[config.mk]
export PLATFORM = sky130hd
export DESIGN_NAME = jelly_button_reader
export DESIGN_NICKNAME = d
export VERILOG_FILES = /design/src/rtl/jelly_button_reader.sv
export SDC_FILE = /design/constraint.sdc
export NUM_CORES = 1
export LEC_CHECK = 0
export CAP_MARGIN = 25
export CELL_PAD_IN_SITES_DETAIL_PLACEMENT = 1
export CELL_PAD_IN_SITES_GLOBAL_PLACEMENT = 2
export CORE_UTILIZATION = 38
export DETAILED_ROUTE_END_ITERATION = 16
export GPL_TIMING_DRIVEN = 0
export PLACE_DENSITY = 0.89
export SLEW_MARGIN = 20
export SYNTH_ARGS = -nofsm -noshare
export SYNTH_HDL_FRONTEND = slang
export SYNTH_SLANG_ARGS = --single-unit
[constraint.sdc]
create_clock -name clk -period 3.7 [get_ports clk]
set_input_delay 0.74 -clock clk [delete_from_list [all_inputs] [get_ports clk]]
set_output_delay 0.74 -clock clk [all_outputs]
set_load 0.05 [all_outputs]
[src/rtl/jelly_button_reader.sv]
// Push-button reader: 2-flop synchroniser, debounce FSM, press/release pulses and press counter.
// Optional long-press detector enabled by defining JELLY_BTN_LONG_PRESS_EN.
`timescale 1ns/1ps

module jelly_button_reader #(
    parameter int DEBOUNCE_CYCLES = 10000,
    parameter int CNT_W           = 8,
    parameter int LONG_CYCLES     = 500000
) (
    input  logic             clk,
    input  logic             rst_n,
    input  logic             btn_raw,
    input  logic             clr_count,
    output logic             btn_level,
    output logic             press_pulse,
    output logic             release_pulse,
    output logic             long_pulse,
    output logic [CNT_W-1:0] press_count
);

    localparam int DBC_W = $clog2(DEBOUNCE_CYCLES);
    localparam logic [DBC_W-1:0] DBC_LAST = DBC_W'(DEBOUNCE_CYCLES - 1);

    if (DEBOUNCE_CYCLES < 2) begin : g_bad_debounce
        $error("DEBOUNCE_CYCLES must be at least 2");
    end
    if (LONG_CYCLES < 1) begin : g_bad_long
        $error("LONG_CYCLES must be at least 1");
    end

    typedef enum logic [1:0] {
        S_LOW  = 2'd0,
        S_RISE = 2'd1,
        S_HIGH = 2'd2,
        S_FALL = 2'd3
    } state_t;

    logic             s1_reg, s2_reg;
    state_t           state_reg, state_next;
    logic [DBC_W-1:0] dbc_reg, dbc_next;
    logic             level_reg, level_next;
    logic             press_reg, press_next;
    logic             release_reg, release_next;
    logic [CNT_W-1:0] count_reg, count_next;

    // Only s2_reg may be looked at by the FSM; s1_reg may be metastable.
    always_ff @(posedge clk or negedge rst_n) begin
        if (!rst_n) begin
            s1_reg <= 1'b0;
            s2_reg <= 1'b0;
        end else begin
            s1_reg <= btn_raw;
            s2_reg <= s1_reg;
        end
    end

    always_ff @(posedge clk or negedge rst_n) begin
        if (!rst_n) begin
            state_reg   <= S_LOW;
            dbc_reg     <= '0;
            level_reg   <= 1'b0;
            press_reg   <= 1'b0;
            release_reg <= 1'b0;
            count_reg   <= '0;
        end else begin
            state_reg   <= state_next;
            dbc_reg     <= dbc_next;
            level_reg   <= level_next;
            press_reg   <= press_next;
            release_reg <= release_next;
            count_reg   <= count_next;
        end
    end

    always_comb begin
        state_next   = state_reg;
        dbc_next     = dbc_reg;
        level_next   = level_reg;
        press_next   = 1'b0;
        release_next = 1'b0;

        case (state_reg)
            S_LOW: begin
                if (s2_reg) begin
                    state_next = S_RISE;
                    dbc_next   = DBC_W'(1);
                end
            end
            S_RISE: begin
                if (!s2_reg) begin
                    state_next = S_LOW;
                    dbc_next   = '0;
                end else if (dbc_reg == DBC_LAST) begin
                    state_next = S_HIGH;
                    dbc_next   = '0;
                    level_next = 1'b1;
                    press_next = 1'b1;
                end else begin
                    dbc_next = dbc_reg + DBC_W'(1);
                end
            end
            S_HIGH: begin
                if (!s2_reg) begin
                    state_next = S_FALL;
                    dbc_next   = DBC_W'(1);
                end
            end
            S_FALL: begin
                if (s2_reg) begin
                    state_next = S_HIGH;
                    dbc_next   = '0;
                end else if (dbc_reg == DBC_LAST) begin
                    state_next   = S_LOW;
                    dbc_next     = '0;
                    level_next   = 1'b0;
                    release_next = 1'b1;
                end else begin
                    dbc_next = dbc_reg + DBC_W'(1);
                end
            end
            default: begin
                state_next = S_LOW;
                dbc_next   = '0;
            end
        endcase
    end

    // Clear first, then count, so a press coinciding with a clear is never lost.
    always_comb begin
        count_next = clr_count ? '0 : count_reg;
        if (press_next) begin
            count_next = count_next + CNT_W'(1);
        end
    end

    assign btn_level     = level_reg;
    assign press_pulse   = press_reg;
    assign release_pulse = release_reg;
    assign press_count   = count_reg;

`ifdef JELLY_BTN_LONG_PRESS_EN
    localparam int LONG_W = $clog2(LONG_CYCLES + 1);
    localparam logic [LONG_W-1:0] LONG_MAX = LONG_W'(LONG_CYCLES);

    logic [LONG_W-1:0] long_cnt_reg, long_cnt_next;
    logic              long_reg, long_next;

    always_ff @(posedge clk or negedge rst_n) begin
        if (!rst_n) begin
            long_cnt_reg <= '0;
            long_reg     <= 1'b0;
        end else begin
            long_cnt_reg <= long_cnt_next;
            long_reg     <= long_next;
        end
    end

    // Counter saturates at LONG_MAX so the pulse fires at most once per press;
    // an S_FALL bounce back to S_HIGH keeps the count.
    always_comb begin
        long_cnt_next = long_cnt_reg;
        long_next     = 1'b0;
        if (state_next == S_LOW) begin
            long_cnt_next = '0;
        end else if ((state_reg == S_HIGH || state_reg == S_FALL) &&
                     long_cnt_reg != LONG_MAX) begin
            long_cnt_next = long_cnt_reg + LONG_W'(1);
            long_next     = (long_cnt_reg == LONG_MAX - LONG_W'(1));
        end
    end

    assign long_pulse = long_reg;
`else
    assign long_pulse = 1'b0;
`endif

endmodule

# ---- After elaboration in Yosys (flattened, before gate mapping)
# Cells that the tools add are included.
dict set report word_totals {
  in_bits 4
  wordCells 52
  reg_bits 29
}
dict set report classes {
  n_reduce_logical 5
  eq_ne 12
  muxes 25
  n_addsub 2
}
# operator n
set op_table {}
lappend op_table {{two-way mux 14 bit} 5}
lappend op_table {{one-hot mux 14 bit (4 select lines)} 1}
lappend op_table {{two-way mux 8 bit} 2}
lappend op_table {{adder 14 x 1 -> 14 bit (second input constant)} 1}
lappend op_table {{== test 14 bit (second input constant)} 1}
lappend op_table {{two-way mux 2 bit} 6}
lappend op_table {{inequality test 2 bit (second input constant)} 6}
lappend op_table {{two-way mux 1 bit} 9}
lappend op_table {{adder 8 x 1 -> 8 bit (second input constant)} 1}
lappend op_table {{one-hot mux 2 bit (4 select lines)} 1}
lappend op_table {{inequality test 3 bit (second input constant)} 2}
lappend op_table {{AND reduction 5 bit} 1}
lappend op_table {{== test 2 bit (second input constant)} 2}
lappend op_table {{AND reduction 4 bit} 1}
lappend op_table {{== test 2 x 1 -> 1 bit (second input constant)} 1}
lappend op_table {{zero test 2 bit} 1}
lappend op_table {{one-hot mux 1 bit (2 select lines)} 1}
lappend op_table {{AND reduction 2 bit} 1}
lappend op_table {{nonzero test 2 bit} 1}

# ---- Logic depth before layout (Yosys ltp)
# Gate-level depths: netlist of the first run.
dict set report depth {
  depth_word 5
  mapped_depth 6
  mapped_depth_nobuf 5
}

# ---- Worst setup path after synthesis of the first run
# Ideal clock, no wire load.
dict set report synth_timing {
  path_kind {input port to flip-flop}
  from {input port clr_count}
  to {register count_reg[4], in the netlist press_count[4]}
  setup_time_ps 66
  slack_ps 1772
  cell_stages 6
  arrival_ps 1863
  n_path_buf 1
  cell_sequence {clkbuf_1 > nor2b_1 > ha_1 > and4_1 > a311oi_1 > a31o_1}
}
dict set report synth_via {
  elab_chain_cells 3
}
# element line_no
set synth_rtl {}
lappend synth_rtl {{start, declared} 13} ;# input logic clr_count,
lappend synth_rtl {{two-way mux 8 bit *} 130} ;# count_next = clr_count ? '0 : count_reg;
lappend synth_rtl {{adder 8 x 1 -> 8 bit} 132} ;# count_next = count_next + CNT_W'(1);
lappend synth_rtl {{two-way mux 8 bit *} 131} ;# if (press_next) begin
lappend synth_rtl {{named net count_next[4]} 44} ;# logic [CNT_W-1:0] count_reg, count_next;
lappend synth_rtl {{end signal, assigned} 71} ;# count_reg <= count_next;
lappend synth_rtl {{end, declared} 44}
# Mark *: on every way through the listed nets, which the timed path passes. The rest lies on a longest branch.
# A chain may end at the register's enable or synchronous reset.

# ---- Worst setup path after layout of the first run
dict set report layout_timing {
  from {input port clr_count}
  to {register count_reg[6], in the netlist press_count[6]}
}
# Same word-level chain as after synthesis.

==> summary.md, run 1 <==
| Metric | Value |
|---|---|
| H-tree depth | `2` |
| Fin. max-slew vios | `0` |
| Grt total ovfl | `0` |
| Vias per std cell | `roughly 5.9` |
| Most common cell after layout, fill and taps aside | `dfrtp_1` |
| Slowest cell on crit path | `clkdlybuf4s50_1` |
| Final instance area | `1880 um2` |
| FF+latch count, synth | `29` |
| Fmax | `slightly above 400 MHz` |
| Gpl congestion | `approximately 0.86` |
| Max reg flops | `14` |
| Ant diodes | `0` |
| Placed cell area | `1790 um2` |
| Switching Share | `between 20% and 30%` |
| Syn_area_per_cell | `about 10 um2` |
| Vias in the first global route | `1405` |
| Worst vdd ir | `0.210 mV` |
| Max_slew headroom | `54.4%` |
| Post-route ant nets | `0` |
| Total GRT Usage | `21.5%` |
| RSZ-0062 raised after global routing | `no` |
| Switching pwr | `189 uW` |
| Crit-path cells | `clkdlybuf4s50_1 > clkbuf_1 > nor2b_1 > ha_1 > and4_1 > a311oi_1 > a31o_1` |
| Most frequent cells in the layout | `dfrtp_1, clkdlybuf4s50_1, nor2_1, nand2_1, nor3_1` |
| Clock share of power | `39.2%` |
| First-pass GRT wire length | `6980 um` |
| Nets | `187` |
| Core ar. | `4030 um2` |
| HP Class | `flop to flop` |
| Sequential area share after synthesis | `between 40% and 50%` |
| Crit path launch type | `input port` |
| Slew at the pin closest to its max-slew limit | `just under 0.7 ns` |
| Tcrit/Tclk final | `between 60% and 70%` |
| Outcome | `complete, no violations` |
| Die area | `4460 um2` |
| Critical Path Start | `clr_count` |
| Die height | `~67 um` |
| Wirelength per Cell | `roughly 18 um` |
| Die width | `66.8 um` |
| Leakage | `0.780 nW` |
| Post-synth EDFFs | `0` |
| Setup Crit Path Kind | `input port to flop` |
| Period minus WS final | `2.46 ns` |
| Total wire length | `around 4200 um` |
| Largest delay share family, worst path | `buffers and inverters` |
| CTS Sinks | `29` |
| Final HPWL DP | `between 2000 and 3000 um` |
| Net Count, Synth | `166` |
| Max_cap viols | `0` |
| CTS resizes | `0` |
| TritonCTS clock tree | `yes` |
| Fin cells | `232` |
| Data required, critical path | `~3.9 ns` |
| Power density over the cells | `358 nW/um2` |
| Finish-stage setup viols | `0` |
| Seq pwr share | `52.2%` |
| Initial cell density of the core | `roughly 40%` |
| Crit path max fanout | `10` |
| Inserted Clock Buffers | `5` |
| Clock latency on the worst-skew pair | `~0.29 ns` |
| Clk pin slew, worst setup/hold paths | `around 0.070 ns` |
| Row Count | `23` |
| Crit path DAT | `around 2.7 ns` |
| Yosys warns | `0` |
| Total design power | `674 uW` |
| Yosys cell types | `45` |
| Hold Violations, Final | `0` |
| Vias post-DR | `1362` |
| Worst-case clock skew | `0.0110 ns` |
| Antenna violations before repair | `0` |
| I/O Buffers | `14` |
| Worst path max stage delay | `0.56 ns` |
| Mapped Area | `1600 um2` |
| Io pins | `16` |
| TritonRoute pass-1 iters | `4` |
| Hold_sp | `s1_reg` |
| Top FF cell, synth | `dfrtp_1` |
| DP Cell Count | `224` |
| Worst Setup End Kind | `flop` |
| Largest net degree at the start of global routing | `30` |
| Buffers & Inverters on Critical Path | `2` |
| DRC Markers | `0` |
| Final core occ | `a little under half` |
| Root Driver | `clkbuf_8` |
| Layout area overhead | `17.8%` |
| Share of cells above drive strength 1 | `11.0%` |
| Synth Instances | `160` |
| Setup TNS | `0 ns` |
| Logic gate share of total power | `8.6%` |
| Drt initial violations | `58` |
| Post-CTS Setup Bufs | `0` |
| CTS Hold Bufs | `0` |
| Async S/R FF share, synth | `between 90% and 100%` |
| FF-to-FF Start | `dbc_reg[0]` |
| Clk buf depth | `2` |
| Power Internal | `485 uW` |
==> worst register-to-register path: cells and delay by family, from the launching register on <==
family / cells / cell delay (ns)
AND/OR/NAND/NOR: 3 / 0.69
flip-flops: 1 / 0.40
multiplexers: 1 / 0.31
adder cells (fa/ha/maj): 1 / 0.22
buffers and inverters: 1 / 0.15
==> kinds of logic (layout without fill, tap and decap cells) <==
| logic type | count (synthesis) | count (layout) | synth area share [%] |
|---|---|---|---|
| simple gates | 76 | 76 | 28.1 |
| compound gates | 32 | 32 | 15.1 |
| flops | 29 | 29 | 45.5 |
| buf+inv | 12 | 34 | 3.92 |
| xor+xnor | 5 | 5 | 3.21 |
| mux | 3 | 3 | 2.35 |
| fa+ha+maj | 2 | 2 | 1.57 |
| other cells | 1 | 1 | 0.235 |
==> stage by stage <==
step           setup slack [ns]  hold slack, ns
5_1_grt                    1.08           0.388
3_5_place_dp              0.931           0.362
2_1_floorplan              1.77           0.331
6_report                   1.24           0.372
4_1_cts                    1.24           0.383
3_3_place_gp              0.994           0.334
==> routing by layer <==
layer	up-vias	track usage [%]	routed length, um
met5	-	0	0
met4	0	11.4	70
met3	6	4.28	158
met2	25	35.5	2010
met1	677	26.1	1970
li1	654	-	-
==> power groups by stage <==
stage                     Clock [mW]  Combinational (mW)  Sequential, mW
after floorplan                    0              0.0376           0.352
after global placement             0              0.0548           0.355
after detailed placement           0              0.0574           0.357
after CTS                      0.265              0.0590           0.352
after global routing           0.280              0.0649           0.354
final                          0.264              0.0577           0.352
==> synth_stat cells (2+ instances only) <==
| master | n | area, um2 |
|---|---|---|
| buf_2 | 2 | 10.0 |
| inv_1 | 6 | 22.5 |
| buf_4 | 2 | 15.0 |
| nor4_1 | 5 | 31.3 |
| dfrtp_1 | 29 | 726 |
| o211ai_1 | 2 | 15.0 |
| nor2_1 | 12 | 45.0 |
| mux2_1 | 2 | 22.5 |
| nand2_1 | 10 | 37.5 |
| nor3_1 | 9 | 45.0 |
| nand4_1 | 7 | 43.8 |
| a31o_1 | 3 | 26.3 |
| o21ai_0 | 6 | 30.0 |
| ha_1 | 2 | 25.0 |
| o21a_1 | 5 | 37.5 |
| xnor2_1 | 4 | 35.0 |
| o311ai_0 | 2 | 17.5 |
| and4_1 | 3 | 26.3 |
| or4_1 | 2 | 15.0 |
| nand3_1 | 8 | 40.0 |
| o31ai_1 | 2 | 15.0 |
| nor2b_1 | 7 | 43.8 |
| o311ai_1 | 3 | 26.3 |
| and3_1 | 3 | 18.8 |
| a311oi_1 | 3 | 26.3 |
| a22o_1 | 2 | 17.5 |
==> worst paths after layout <==
check                            endpoint  slack [ns]  depth (start not counted)
setup reg to reg           press_count[3]        1.81                          6
min in group asynchronous      dbc_reg[9]        0.48                          1
setup / recovery           press_count[6]        1.24                          7
hold reg to reg                    s2_reg        0.37                          0
hold / removal                     s2_reg        0.37                          0
max in group asynchronous  press_count[2]        2.77                          1
==> area by class of cell <==
type                       instances  area (um2)
inverter                           6        22.5
tap                               50        62.6
sequential                        29         726
timing repair buffer              14         135
fill                             465        2150
buffer                             6        40.0
multi-input combinational        119         808
clock inverter                     3        17.5
clock buffer                       5        68.8
No activity file was read; power rests on OpenSTA's default activity.
==> run 2: changes to the inputs <==
- CORE_UTILIZATION: 38 -> 36
- PLACE_DENSITY: 0.89 -> 0.85
- clock period: 3.7 -> 2.5 ns (I/O delays scaled with it)
==> run 2 against run 1 <==
Against the previous run:
- sequential share of layout area unchanged
- sequential power rose by 47%
- core utilization down 0.98 points
- largest cell class unchanged
==> summary.md, run 2 (same netlist as run 1, synthesis figures left out) <==
| Metric | Value |
|---|---|
| Outcome | `complete, no violations` |
| Core ar. | `4120 um2 (+2.1%)` |
| HP Class | `input port to asynchronous set/reset pin` |
| CTS resizes | `0 (unchanged)` |
| DP Cell Count | `224 (unchanged)` |
| Share of cells above drive strength 1 | `11.0% (unchanged)` |
| Tcrit/Tclk final | `89.2%` |
| Worst-case clock skew | `0.00475 ns (-0.00621 ns)` |
| Power density over the cells | `527 nW/um2 (+47%)` |
| Worst Setup End Kind | `flop` |
| DRC Markers | `0 (unchanged)` |
| CTS Hold Bufs | `0 (unchanged)` |
| Crit path launch type | `input port` |
| Initial cell density of the core | `38.8% (-0.83 points)` |
| Most frequent cells in the layout | `dfrtp_1, clkdlybuf4s50_1, nor2_1, nand2_1, nor3_1` |
| Total GRT Usage | `20.1% (-1.5 points)` |
| Root Driver | `clkbuf_8` |
| Final HPWL DP | `2920 um (-0.22%)` |
| Die area | `4710 um2 (+5.4%)` |
| Clk buf depth | `2 (unchanged)` |
| Grt total ovfl | `0 (unchanged)` |
| Finish-stage setup viols | `0 (unchanged)` |
| TritonRoute pass-1 iters | `4 (unchanged)` |
| Ant diodes | `0 (unchanged)` |
| Clock latency on the worst-skew pair | `0.29 ns (about the same)` |
| Period minus WS final | `2.23 ns` |
| Total wire length | `4070 um (-3.3%)` |
| Layout area overhead | `17.8% (unchanged)` |
| Most common cell after layout, fill and taps aside | `dfrtp_1` |
| Hold Violations, Final | `0 (unchanged)` |
| Die height | `68.6 um (+2.7%)` |
| Vias per std cell | `5.92 (+0.88%)` |
| Slowest cell on crit path | `clkdlybuf4s50_1` |
| Data required, critical path | `2.73 ns (-1.21 ns)` |
| Crit-path cells | `clkdlybuf4s50_1 > clkbuf_1 > nor2b_1 > ha_1 > and4_1 > a311oi_1 > a31o_1` |
| Wirelength per Cell | `17.5 um (-3.3%)` |
| Vias in the first global route | `1340 (-4.6%)` |
| Filler instances | `497 (+6.9%)` |
| Row Count | `23 (unchanged)` |
| Nets | `187 (unchanged)` |
| CTS Sinks | `29 (unchanged)` |
| Fmax | `448 MHz` |
| Largest net degree at the start of global routing | `30 (unchanged)` |
| Vias post-DR | `1374 (+0.88%)` |
| Setup WS pre-CTS | `-0.0165 ns (-0.948 ns)` |
| Drt initial violations | `45 (-22%)` |
| Fin cells | `232 (unchanged)` |
| Io pins | `16 (unchanged)` |
| First-pass GRT wire length | `6660 um (-4.5%)` |
| Post-CTS Setup Bufs | `0 (unchanged)` |
| Max_slew headroom | `54.5% (+0.093 points)` |
| Max reg flops | `14 (unchanged)` |
| I/O Buffers | `14 (unchanged)` |
| Crit path max fanout | `10 (unchanged)` |
| Setup Crit Path Kind | `input port to flop` |
| Gpl congestion | `0.820 (-4.4%)` |
| Clk pin slew, worst setup/hold paths | `0.07 ns (about the same)` |
| Crit path DAT | `2.46 ns (-0.24 ns)` |
| Max_cap viols | `0 (unchanged)` |
| TritonCTS clock tree | `yes` |
| Placed cell area | `1790 um2 (unchanged)` |
| Final instance area | `1880 um2 (unchanged)` |
| Leakage | `0.780 nW (unchanged)` |
| RSZ-0062 raised after global routing | `no` |
| Post-route ant nets | `0 (unchanged)` |
| Fin. max-slew vios | `0 (unchanged)` |
| Worst path max stage delay | `0.57 ns (about the same)` |
| Die width | `68.6 um (+2.7%)` |
| Final WS setup | `0.269 ns (-0.973 ns)` |
| Antenna violations before repair | `0 (unchanged)` |
| H-tree depth | `2 (unchanged)` |
| Inserted Clock Buffers | `5 (unchanged)` |
| Worst vdd ir | `0.319 mV (+52%)` |
| Setup TNS | `0 ns (unchanged)` |
| Slew at the pin closest to its max-slew limit | `0.682 ns (-0.00140 ns)` |
-- run 2: layout make-up --
type,count,area (um2),share of cell area (%)
Multi-Input combinational cell,119,808,43.0
Sequential cell,29,726,38.6
Timing Repair Buffer,14,135,7.19
Clock buffer,5,68.8,3.66
Tap cell,50,62.6,3.33
Buffer,6,40.0,2.13
Inverter,6,22.5,1.20
Clock inverter,3,17.5,0.931
-- run 2: power breakdown --
part	leakage (nW)	switching (mW)	internal, mW
combinational	0.342	0.0509	0.0331
sequential	0.394	0.0262	0.493
clock	0.0439	0.197	0.192
total	0.780	0.274	0.717
-- run 2: stage by stage --
stage | total power, mW | util, % | hold WS, ns
final | 0.991 | 45.7 | 0.247
after global routing | 1.03 | 45.7 | 0.308
after CTS | 1.00 | 45.7 | 0.275
after detailed placement | 0.613 | 43.6 | 0.343
after global placement | 0.607 | 43.7 | 0.339
after floorplan | 0.577 | - | 0.204
-- run 2: worst max-delay path: cells and delay by family --
family / cells / cell delay, ns
compound gates: 2 / 0.42
simple gates: 2 / 0.34
buf+inv: 2 / 0.96
fa+ha+maj: 1 / 0.24
-- run 2: worst paths after layout --
path,from,endpoint,slack [ns],cells after the start
worst min register to register,s1_reg,s2_reg,0.35,0
worst max register to register,dbc_reg[0],press_count[7],0.56,5
max in group asynchronous,rst_n,dbc_reg[4],1.81,1
worst max-delay path,clr_count,press_count[6],0.27,7
min in group clk,s1_reg,s2_reg,0.35,0
worst min-delay path,rst_n,dbc_reg[9],0.25,1
-- run 2: layer usage --
metal	global-route usage, %	up-vias	share of wire (%)
met1	25.7	698	48
met5	0	-	0
li1	-	649	-
met3	4.44	7	2.8
met4	8.59	0	1.5
met2	32.4	20	48
==> run 3: changes to the inputs <==
- CORE_ASPECT_RATIO: default -> 1.75
==> run 3 against run 2 <==
Against the previous run:
- worst setup slack worse by 0.064 ns
- largest power group unchanged
- maximum frequency is 2.8% lower
- sequential share of layout area is 0.10 points higher
- clock skew is 0.0013 ns higher
- die area is 0.22% higher
==> summary.md, run 3 (same netlist as run 1, synthesis figures left out) <==
| Metric | Value |
|---|---|
| Outcome | `complete, no violations` |
| Drt initial violations | `15 (-67%)` |
| Post-CTS Setup Bufs | `0 (unchanged)` |
| Data required, critical path | `2.72 ns (about the same)` |
| H-tree depth | `2 (unchanged)` |
| Setup Crit Path Kind | `input port to flop` |
| Io pins | `16 (unchanged)` |
| Slowest cell on crit path | `clkdlybuf4s50_1` |
| Max_slew headroom | `55.0% (+0.48 points)` |
| Gpl congestion | `0.845 (+3.1%)` |
| Die width | `52.3 um (-24%)` |
| DRC Markers | `0 (unchanged)` |
| Post-route ant nets | `0 (unchanged)` |
| Layout area overhead | `17.5%` |
| Tcrit/Tclk final | `91.8% (+2.6 points)` |
| Crit path DAT | `2.52 ns (+0.06 ns)` |
| Max reg flops | `14 (unchanged)` |
| Worst vdd ir | `0.278 mV (-13%)` |
| Clock latency on the worst-skew pair | `0.28 ns (about the same)` |
| Antenna violations before repair | `0 (unchanged)` |
| Row Count | `31 (+35%)` |
| Final instance area | `1880 um2 (-0.27%)` |
| TritonCTS clock tree | `yes` |
| Switching Share | `26.8% (-0.85 points)` |
| CTS resizes | `0 (unchanged)` |
| Crit path max fanout | `10 (unchanged)` |
| Leakage | `0.781 nW (+0.13%)` |
| Wirelength per Cell | `19.2 um (+9.3%)` |
| Core ar. | `4190 um2 (+1.8%)` |
| Total GRT Usage | `21.7% (+1.7 points)` |
| Worst-case clock skew | `0.00601 ns (+0.00126 ns)` |
| Largest net degree at the start of global routing | `30 (unchanged)` |
| Filler instances | `495 (-0.40%)` |
| Finish-stage setup viols | `0 (unchanged)` |
| First-pass GRT wire length | `7520 um (+13%)` |
| Die area | `4720 um2 (+0.22%)` |
| CTS Sinks | `29 (unchanged)` |
| Fmax | `436 MHz (-2.8%)` |
| Initial cell density of the core | `38.1% (-0.68 points)` |
| Die height | `90.1 um (+31%)` |
| Root Driver | `clkbuf_8` |
| Most common cell after layout, fill and taps aside | `dfrtp_1` |
| Fin cells | `231 (-0.43%)` |
| Power density over the cells | `523 nW/um2 (-0.73%)` |
| Logic gate share of total power | `8.5% (about the same)` |
| Most frequent cells in the layout | `dfrtp_1, clkdlybuf4s50_1, nor2_1, nand2_1, nor3_1` |
| Clk buf depth | `2 (unchanged)` |
| TritonRoute pass-1 iters | `4 (unchanged)` |
| Crit path launch type | `input port` |
| Ant diodes | `0 (unchanged)` |
| Clock share of power | `38.5% (-0.7 points)` |
| HP Class | `input port to asynchronous set/reset pin` |
| Vias per std cell | `6.08 (+2.6%)` |
| I/O Buffers | `14 (unchanged)` |
| Total wire length | `4420 um (+8.8%)` |
| Vias in the first global route | `1566 (+17%)` |
| Power Internal | `719 uW (+0.17%)` |
| Clk pin slew, worst setup/hold paths | `0.07 ns (about the same)` |
| CTS Hold Bufs | `0 (unchanged)` |
| Nets | `187 (unchanged)` |
| Fin. max-slew vios | `0 (unchanged)` |
| Period minus WS final | `2.29 ns (+0.0638 ns)` |
| Slew at the pin closest to its max-slew limit | `0.675 ns (-0.00723 ns)` |
| Inserted Clock Buffers | `5 (unchanged)` |
| Final HPWL DP | `3360 um (+15%)` |
| Hold Violations, Final | `0 (unchanged)` |
| Setup TNS | `0 ns (unchanged)` |
| Crit-path cells | `clkdlybuf4s50_1 > clkbuf_1 > nor2b_1 > ha_1 > and4_1 > a311oi_1 > a31o_1` |
| DP Cell Count | `223 (-0.45%)` |
| Vias post-DR | `1404 (+2.2%)` |
| Share of cells above drive strength 1 | `10.4% (-0.55 points)` |
| Switching pwr | `263 uW (-4.0%)` |
| Max_cap viols | `0 (unchanged)` |
| Grt total ovfl | `0 (unchanged)` |
| Worst Setup End Kind | `flop` |
| RSZ-0062 raised after global routing | `no` |
| Worst path max stage delay | `0.57 ns (about the same)` |
| Seq pwr share | `53.0% (+0.7 points)` |
| Placed cell area | `1790 um2 (about the same)` |
run 3: changes by cell type in the layout (fill, tap and decap cells not counted), sizes merged:
cell	change
clkbuf	+1
clkinvlp	-1
run 3: path summary, 6_finish.rpt:
check,endpoint,startpoint,slack [ns],cells past startpoint
max,press_count[4],clr_count,0.21,7
min,press_count[5],rst_n,0.25,1
max reg2reg,press_count[3],dbc_reg[0],0.58,6
min reg2reg,s2_reg,s1_reg,0.35,0
max in group asynchronous,dbc_reg[11],rst_n,1.81,1
min in group clk,s2_reg,s1_reg,0.35,0
run 3: per-layer routing:
layer,vias to the layer above,global-route usage [%],part of all wire [%],routed length [um]
met2,32,39.7,57,2530
met5,-,0,0,0
met3,15,4.06,2.8,124
met4,0,12.9,3.7,163
met1,714,20.9,36,1610
li1,643,-,-,-
run 3: per-stage QoR:
step	utilization, %	total power, mW	setup WS, ns	hold slack (ns)
floorplan	-	0.577	0.812	0.204
global placement	42.9	0.608	-0.0127	0.332
detailed placement	42.8	0.615	-0.110	0.336
CTS	44.8	0.995	0.167	0.268
global route	44.8	1.03	0.113	0.307
finish	44.8	0.981	0.205	0.247
run 3: layout make-up:
class                      instances  area [um2]  area share (%)
buffer                             6        40.0            2.13
clock buffer                       6        72.6            3.87
tap                               49        61.3            3.27
sequential                        29         726            38.7
timing repair buffer              14         135            7.20
multi-input combinational        119         808            43.1
clock inverter                     2        10.0           0.534
inverter                           6        22.5            1.20
run 3: power groups by stage:
| stage | Sequential, mW | Clock, mW | Combinational, mW |
|---|---|---|---|
| after global placement | 0.526 | 0 | 0.0818 |
| after CTS | 0.521 | 0.388 | 0.0857 |
| after floorplan | 0.521 | 0 | 0.0556 |
| final | 0.520 | 0.378 | 0.0833 |
| after detailed placement | 0.529 | 0 | 0.0859 |
| after global routing | 0.527 | 0.409 | 0.0937 |
run 3: worst max-delay path: cells and delay by family:
family	cells	cell delay, ns
buffers and inverters	2	0.97
adder cells (fa/ha/maj)	1	0.25
AO/OA/AOI/OAI	2	0.41
AND/OR/NAND/NOR	2	0.38
